$ cat src/rtl/ser2par_rx.sv
// Serial-to-parallel receiver: rebuilds MSB-first WIDTH-bit words into a one-entry valid/ready buffer.
// Optional frame counter output enabled by defining SER2PAR_FRAME_CNT_EN.
module ser2par_rx #(
    parameter int WIDTH = 8,
    parameter int CW    = 4
) (
    input  logic             CLK,
    input  logic             RST,
    input  logic             e_in,
    input  logic             data_in,
    input  logic             rdy_in,
    output logic [WIDTH-1:0] data_out,
    output logic             v_out,
    output logic             busy_out,
    output logic             err_out,
    output logic             ovf_out
`ifdef SER2PAR_FRAME_CNT_EN
    ,
    output logic [7:0]       frame_cnt
`endif
);

    typedef enum logic {
        IDLE  = 1'b0,
        SHIFT = 1'b1
    } state_t;

    state_t           state;
    state_t           state_nxt;
    logic [CW-1:0]    cnt;
    logic [CW-1:0]    cnt_nxt;
    logic [WIDTH-1:0] sr;
    logic [WIDTH-1:0] sr_nxt;
    logic             word_done;
    logic             short_frame;
    logic [WIDTH-1:0] word;
    logic             load;
    logic             drop;

    // The completed word takes the final bit straight from the line, so it is
    // available to the buffer on the same edge that ends the frame.
    assign word = {sr[WIDTH-2:0], data_in};

    // NOTE: every combinational output gets a default first so no path infers a latch.
    always_comb begin
        state_nxt   = state;
        cnt_nxt     = cnt;
        sr_nxt      = sr;
        word_done   = 1'b0;
        short_frame = 1'b0;
        case (state)
            IDLE: begin
                if (e_in) begin
                    sr_nxt    = word;
                    cnt_nxt   = CW'(1);
                    state_nxt = SHIFT;
                end
            end
            SHIFT: begin
                if (!e_in) begin
                    short_frame = 1'b1;
                    cnt_nxt     = '0;
                    state_nxt   = IDLE;
                end else if (cnt == CW'(WIDTH - 1)) begin
                    word_done = 1'b1;
                    sr_nxt    = word;
                    cnt_nxt   = '0;
                    state_nxt = IDLE;
                end else begin
                    sr_nxt  = word;
                    cnt_nxt = cnt + CW'(1);
                end
            end
            default: begin
                state_nxt = IDLE;
                cnt_nxt   = '0;
            end
        endcase
    end

    // A full buffer whose consumer is ready this edge frees its slot in time for the new word.
    assign load = word_done && (!v_out || rdy_in);
    assign drop = word_done && v_out && !rdy_in;

    // NOTE: sequential state uses non-blocking assignments only, so all registers update together.
    always_ff @(posedge CLK) begin
        if (RST) begin
            state <= IDLE;
            cnt   <= '0;
            sr    <= '0;
        end else begin
            state <= state_nxt;
            cnt   <= cnt_nxt;
            sr    <= sr_nxt;
        end
    end

    always_ff @(posedge CLK) begin
        if (RST) begin
            data_out <= '0;
            v_out    <= 1'b0;
            err_out  <= 1'b0;
            ovf_out  <= 1'b0;
        end else begin
            err_out <= short_frame;
            if (load) begin
                data_out <= word;
                v_out    <= 1'b1;
            end else if (v_out && rdy_in) begin
                v_out <= 1'b0;
            end
            if (drop) begin
                ovf_out <= 1'b1;
            end
        end
    end

`ifdef SER2PAR_FRAME_CNT_EN
    always_ff @(posedge CLK) begin
        if (RST) begin
            frame_cnt <= '0;
        end else if (load) begin
            frame_cnt <= frame_cnt + 8'd1;
        end
    end
`endif

    assign busy_out = (state == SHIFT);

endmodule
$ cat config.mk
export PLATFORM = sky130hd
export DESIGN_NAME = ser2par_rx
export DESIGN_NICKNAME = d
export VERILOG_FILES = /design/src/rtl/ser2par_rx.sv
export SDC_FILE = /design/constraint.sdc
export NUM_CORES = 1
export LEC_CHECK = 0
export ABC_AREA = 1
export BUFFER_PORTS_ARGS = -buffer_cell sky130_fd_sc_hd__buf_2
export CORE_MARGIN = 2
export CORE_UTILIZATION = 40
export DETAILED_ROUTE_END_ITERATION = 16
export GPL_ROUTABILITY_DRIVEN = 0
export HOLD_SLACK_MARGIN = 0.03
export PLACE_DENSITY_LB_ADDON = 0.08
export SLEW_MARGIN = 15
export SYNTH_ARGS = -nofsm -noshare
export SYNTH_HDL_FRONTEND = slang
export SYNTH_SLANG_ARGS = --single-unit
$ cat constraint.sdc
create_clock -name CLK -period 1.1 [get_ports CLK]
set_input_delay 0.22 -clock CLK [delete_from_list [all_inputs] [get_ports CLK]]
set_output_delay 0.22 -clock CLK [all_outputs]
set_load 0.1 [all_outputs]
==> flow_results.org <==
** Critical path
- Master of the slowest instance on the critical path :: dfxtp_2
- The worst setup path is launched from a flip-flop.
- The worst setup path is captured at a flip-flop.
- Type of the worst setup path :: reg -> reg
- Of all nets on the critical path, the largest fanout is 5.
- Worst Reg-to-Reg Cells :: 6
- Ordered cell list for the critical path :: ha_4, nand2_4, nor2_4, buf_4, nand4_1, a21oi_2
- Highest cell delay on the worst timing path :: 0.37 ns
- The worst register-to-register path begins at cnt[1].
- Signal arrival time at the worst endpoint :: 1.44 ns
- Critical register-to-register path endpoint :: data_out[4]
- Largest delay contributor family on the critical path :: flip-flops
- Worst path required time :: 1.35 ns
- In this run the register-to-register setup slack is -0.09 ns.
- Counting both buffers and inverters, the worst setup path holds a total of 1.

** Logic synthesis
- Number of synthesized register bits :: 23
- The average instance in the mapped netlist occupies 7.89 um2.
- Cell taking the most area after synthesis :: dfxtp_1
- The number of different library cells used by synthesis comes to 18.
- Post-Syn Instances :: 113
- Number of nets produced by synthesis :: 119
- Ranked by instance count, the synthesized netlist is headed by dfxtp_1, nand2_1, nor2_1, a21oi_1.
- For this run, the register share of the synthesized area comes to 0.516.
- EDFF count, synth :: 0
- Most common cell in the netlist :: dfxtp_1
- Netlist area before placement :: 892 um2
- Of the post-synthesis cell area, the dominant cell type holds 0.516.
- During synthesis, Yosys emitted a total of 0 warnings.
- In the synthesized netlist the async set-or-reset flop fraction comes to 0.
- Sorting the synthesized cells by area gives the leading types as dfxtp_1, nand2_1, a21oi_1.
- Main synth FF type :: dfxtp_1

** Cells and area
- With fillers left out, the area of the finished cells amounts to 1390 um2.
- Compared with the post-synthesis result, the final layout area differs by 55.4%.
- Once layout is complete, the cells apart from fillers number 171.
- Fill cells in the final layout number 186.
- Count of nets after finishing :: 150
- Of the cells placed in the final design, the portion with a size suffix greater than 1 is 0.427.
- Fin util :: 0.639
- Diode insertion count for antenna repair :: 0

** Placement
- The HPWL after detailed placement is 1460 um.
- In this run, placement finished with an instance count of 163.
- Port buffer count :: 16
- In this run the cell area measured after placement is 1300 um2.
- Worst slack after detailed placement :: -0.105 ns

** Floorplanning
- The die covers 2620 um2.
- Number of placement rows :: 17
- Starting Density :: 0.411
- Width of the chip :: 51.2 um
- Vertical die dimension :: 51.2 um
- During I/O placement, the number of pins put on the boundary was 17.
- Total core area :: 2170 um2

** Clock network
- Source-to-sink clock delay at the later pin of the worst-skew pair :: 0.30 ns
- Number of clock buffers inserted by TritonCTS :: 3
- CTS built an H-tree with a depth of 1.
- The tree is rooted in a clkbuf_4.
- TritonCTS built the clock tree.
- Clock transition time at the flip-flop clock pins of the worst setup and hold paths :: 0.12 ns
- TritonCTS Sinks :: 23
- The clock passes through at most 2 buffers.

** Hold path
- Hold path depth :: 3
- Worst hold path type :: in -> reg
- Hold Path End :: sr[0]
- The startpoint identified for the worst hold timing path is data_in.

** Drt
- Once detail routing completed, the nets flagged for antenna violations numbered 0.
- First DRT Iteration DRCs :: 24
- Total via count after detailed routing :: 838
- Router iterations before antenna repair :: 4
- Wires add up to 2000 um.
- In the routed design, unresolved DRC markers number 0.
- Routed WL per cell :: 11.7 um
- After detailed routing, the number of vias per cell comes to 4.90.

** Run status
- Failing checks :: setup timing
- The run finished, with violations left.

** Global routing
- Number of antenna violations at the first check in global routing :: 0
- For this run the aggregate overflow at the end of global routing stands at 0.
- Via count of the first global-routing pass :: 762
- The first global-routing pass estimated 3370 um of wire.
- Overall routing resource usage :: 0.173
- Largest net degree at the start of global routing :: 15

** STA
- Smallest setup slack after layout :: -0.0907 ns
- The number of hold violations in the final report was 0.
- Worst-margin pin slew :: 0.250 ns
- For this run, the top clock speed supported by timing is 840 MHz.
- Max-Slew Margin vs Limit :: 0.832
- Setup clock skew after layout :: 0.00101 ns
- Of the available clock period, the critical path in the final layout requires 1.08.
- The max-slew violation count was 0.
- Setup violation total in the final timing report :: 12
- Setup repair after global routing could not meet its margin everywhere.
- Final worst path period need :: 1.19 ns

** Power
- Power per Cell Area :: 1000 nW/um2
- VDD sags by at most 888 uV.
- For this design the static power due to leakage is 0.551 nW.

** Run
- Max-capacitance violation count :: 0
## cell type report
cell class / count / area, um2 / share of cell area
Clock buffer: 4 / 26.3 / 0.0190
Inverter: 8 / 30.0 / 0.0217
Multi-Input combinational cell: 77 / 429 / 0.310
Sequential cell: 23 / 485 / 0.350
Tap cell: 28 / 35.0 / 0.0253
Timing Repair Buffer: 31 / 380 / 0.274
## worst max-delay path by stage
stage	start	to	slack [ns]	depth (start not counted)
floorplan	cnt[1]	cnt[0]	-0.009	7
global placement	cnt[1]	data_out[2]	-0.07	6
detailed placement	cnt[1]	data_out[2]	-0.11	6
CTS	cnt[1]	data_out[2]	-0.09	6
global route	cnt[1]	data_out[6]	-0.15	6
finish	cnt[1]	data_out[4]	-0.09	6
## metal layers
metal / GRT usage / wire length, um
met5: 0 / 0
met4: 0.0965 / 20
met3: 0.0322 / 78
met2: 0.273 / 996
met1: 0.223 / 906
## what timing repair did
item	4_1_cts	5_1_grt
setup buffers	1	3
setup endpoints to repair	11	25
resized for setup	1	8
cloned	0	0
pin swaps	2	4
hold buffers	0	0
## sequential cells by signal, indices dropped and copies added (netlist names)
register,count
err_out,1
cnt,4
busy_out,1
data_out,8
ovf_out,1
v_out,1
sr,7
## placed cells by master (no fill, tap or decap), types with 6 or more instances in the layout
master   instances
a21oi_1         13
buf_4           13
dfxtp_1          9
buf_12          12
dfxtp_2         11
o21ai_0          9
nand2_1         15
nor2_1          15
nand4_1          9
inv_1            6
## through the flow
stage	power, mW	hold slack (ns)	TNS (ns)
2_1_floorplan	0.967	0.282	-0.0173
3_3_place_gp	1.02	0.463	-0.425
3_5_place_dp	1.03	0.472	-0.746
4_1_cts	1.40	0.158	-0.692
5_1_grt	1.47	0.173	-1.54
6_report	1.39	0.161	-0.615
## power breakdown
group	switching [mW]	internal, mW
registers	0.0185	0.851
logic	0.0851	0.0550
clock network	0.239	0.141
total	0.342	1.05
## cells by family (layout without fill, tap and decap cells)
logic type / count (synthesis) / count (layout) / synth area share
AOI/OAI and AO/OA: 25 / 25 / 0.146
buffers and inverters: 13 / 43 / 0.0715
DFF: 23 / 23 / 0.516
adders and majority gates: 1 / 1 / 0.0140
and+or+nand+nor: 51 / 51 / 0.252
## worst reg2reg max path: cells and delay by family, from the launching register on
family | cells | cell delay (ns)
AO/OA/AOI/OAI | 1 | 0.14
buffers and inverters | 1 | 0.14
flip-flops | 1 | 0.37
AND/OR/NAND/NOR | 3 | 0.33
adder cells (fa/ha/maj) | 1 | 0.15
Power figures use the tool's default switching activity.
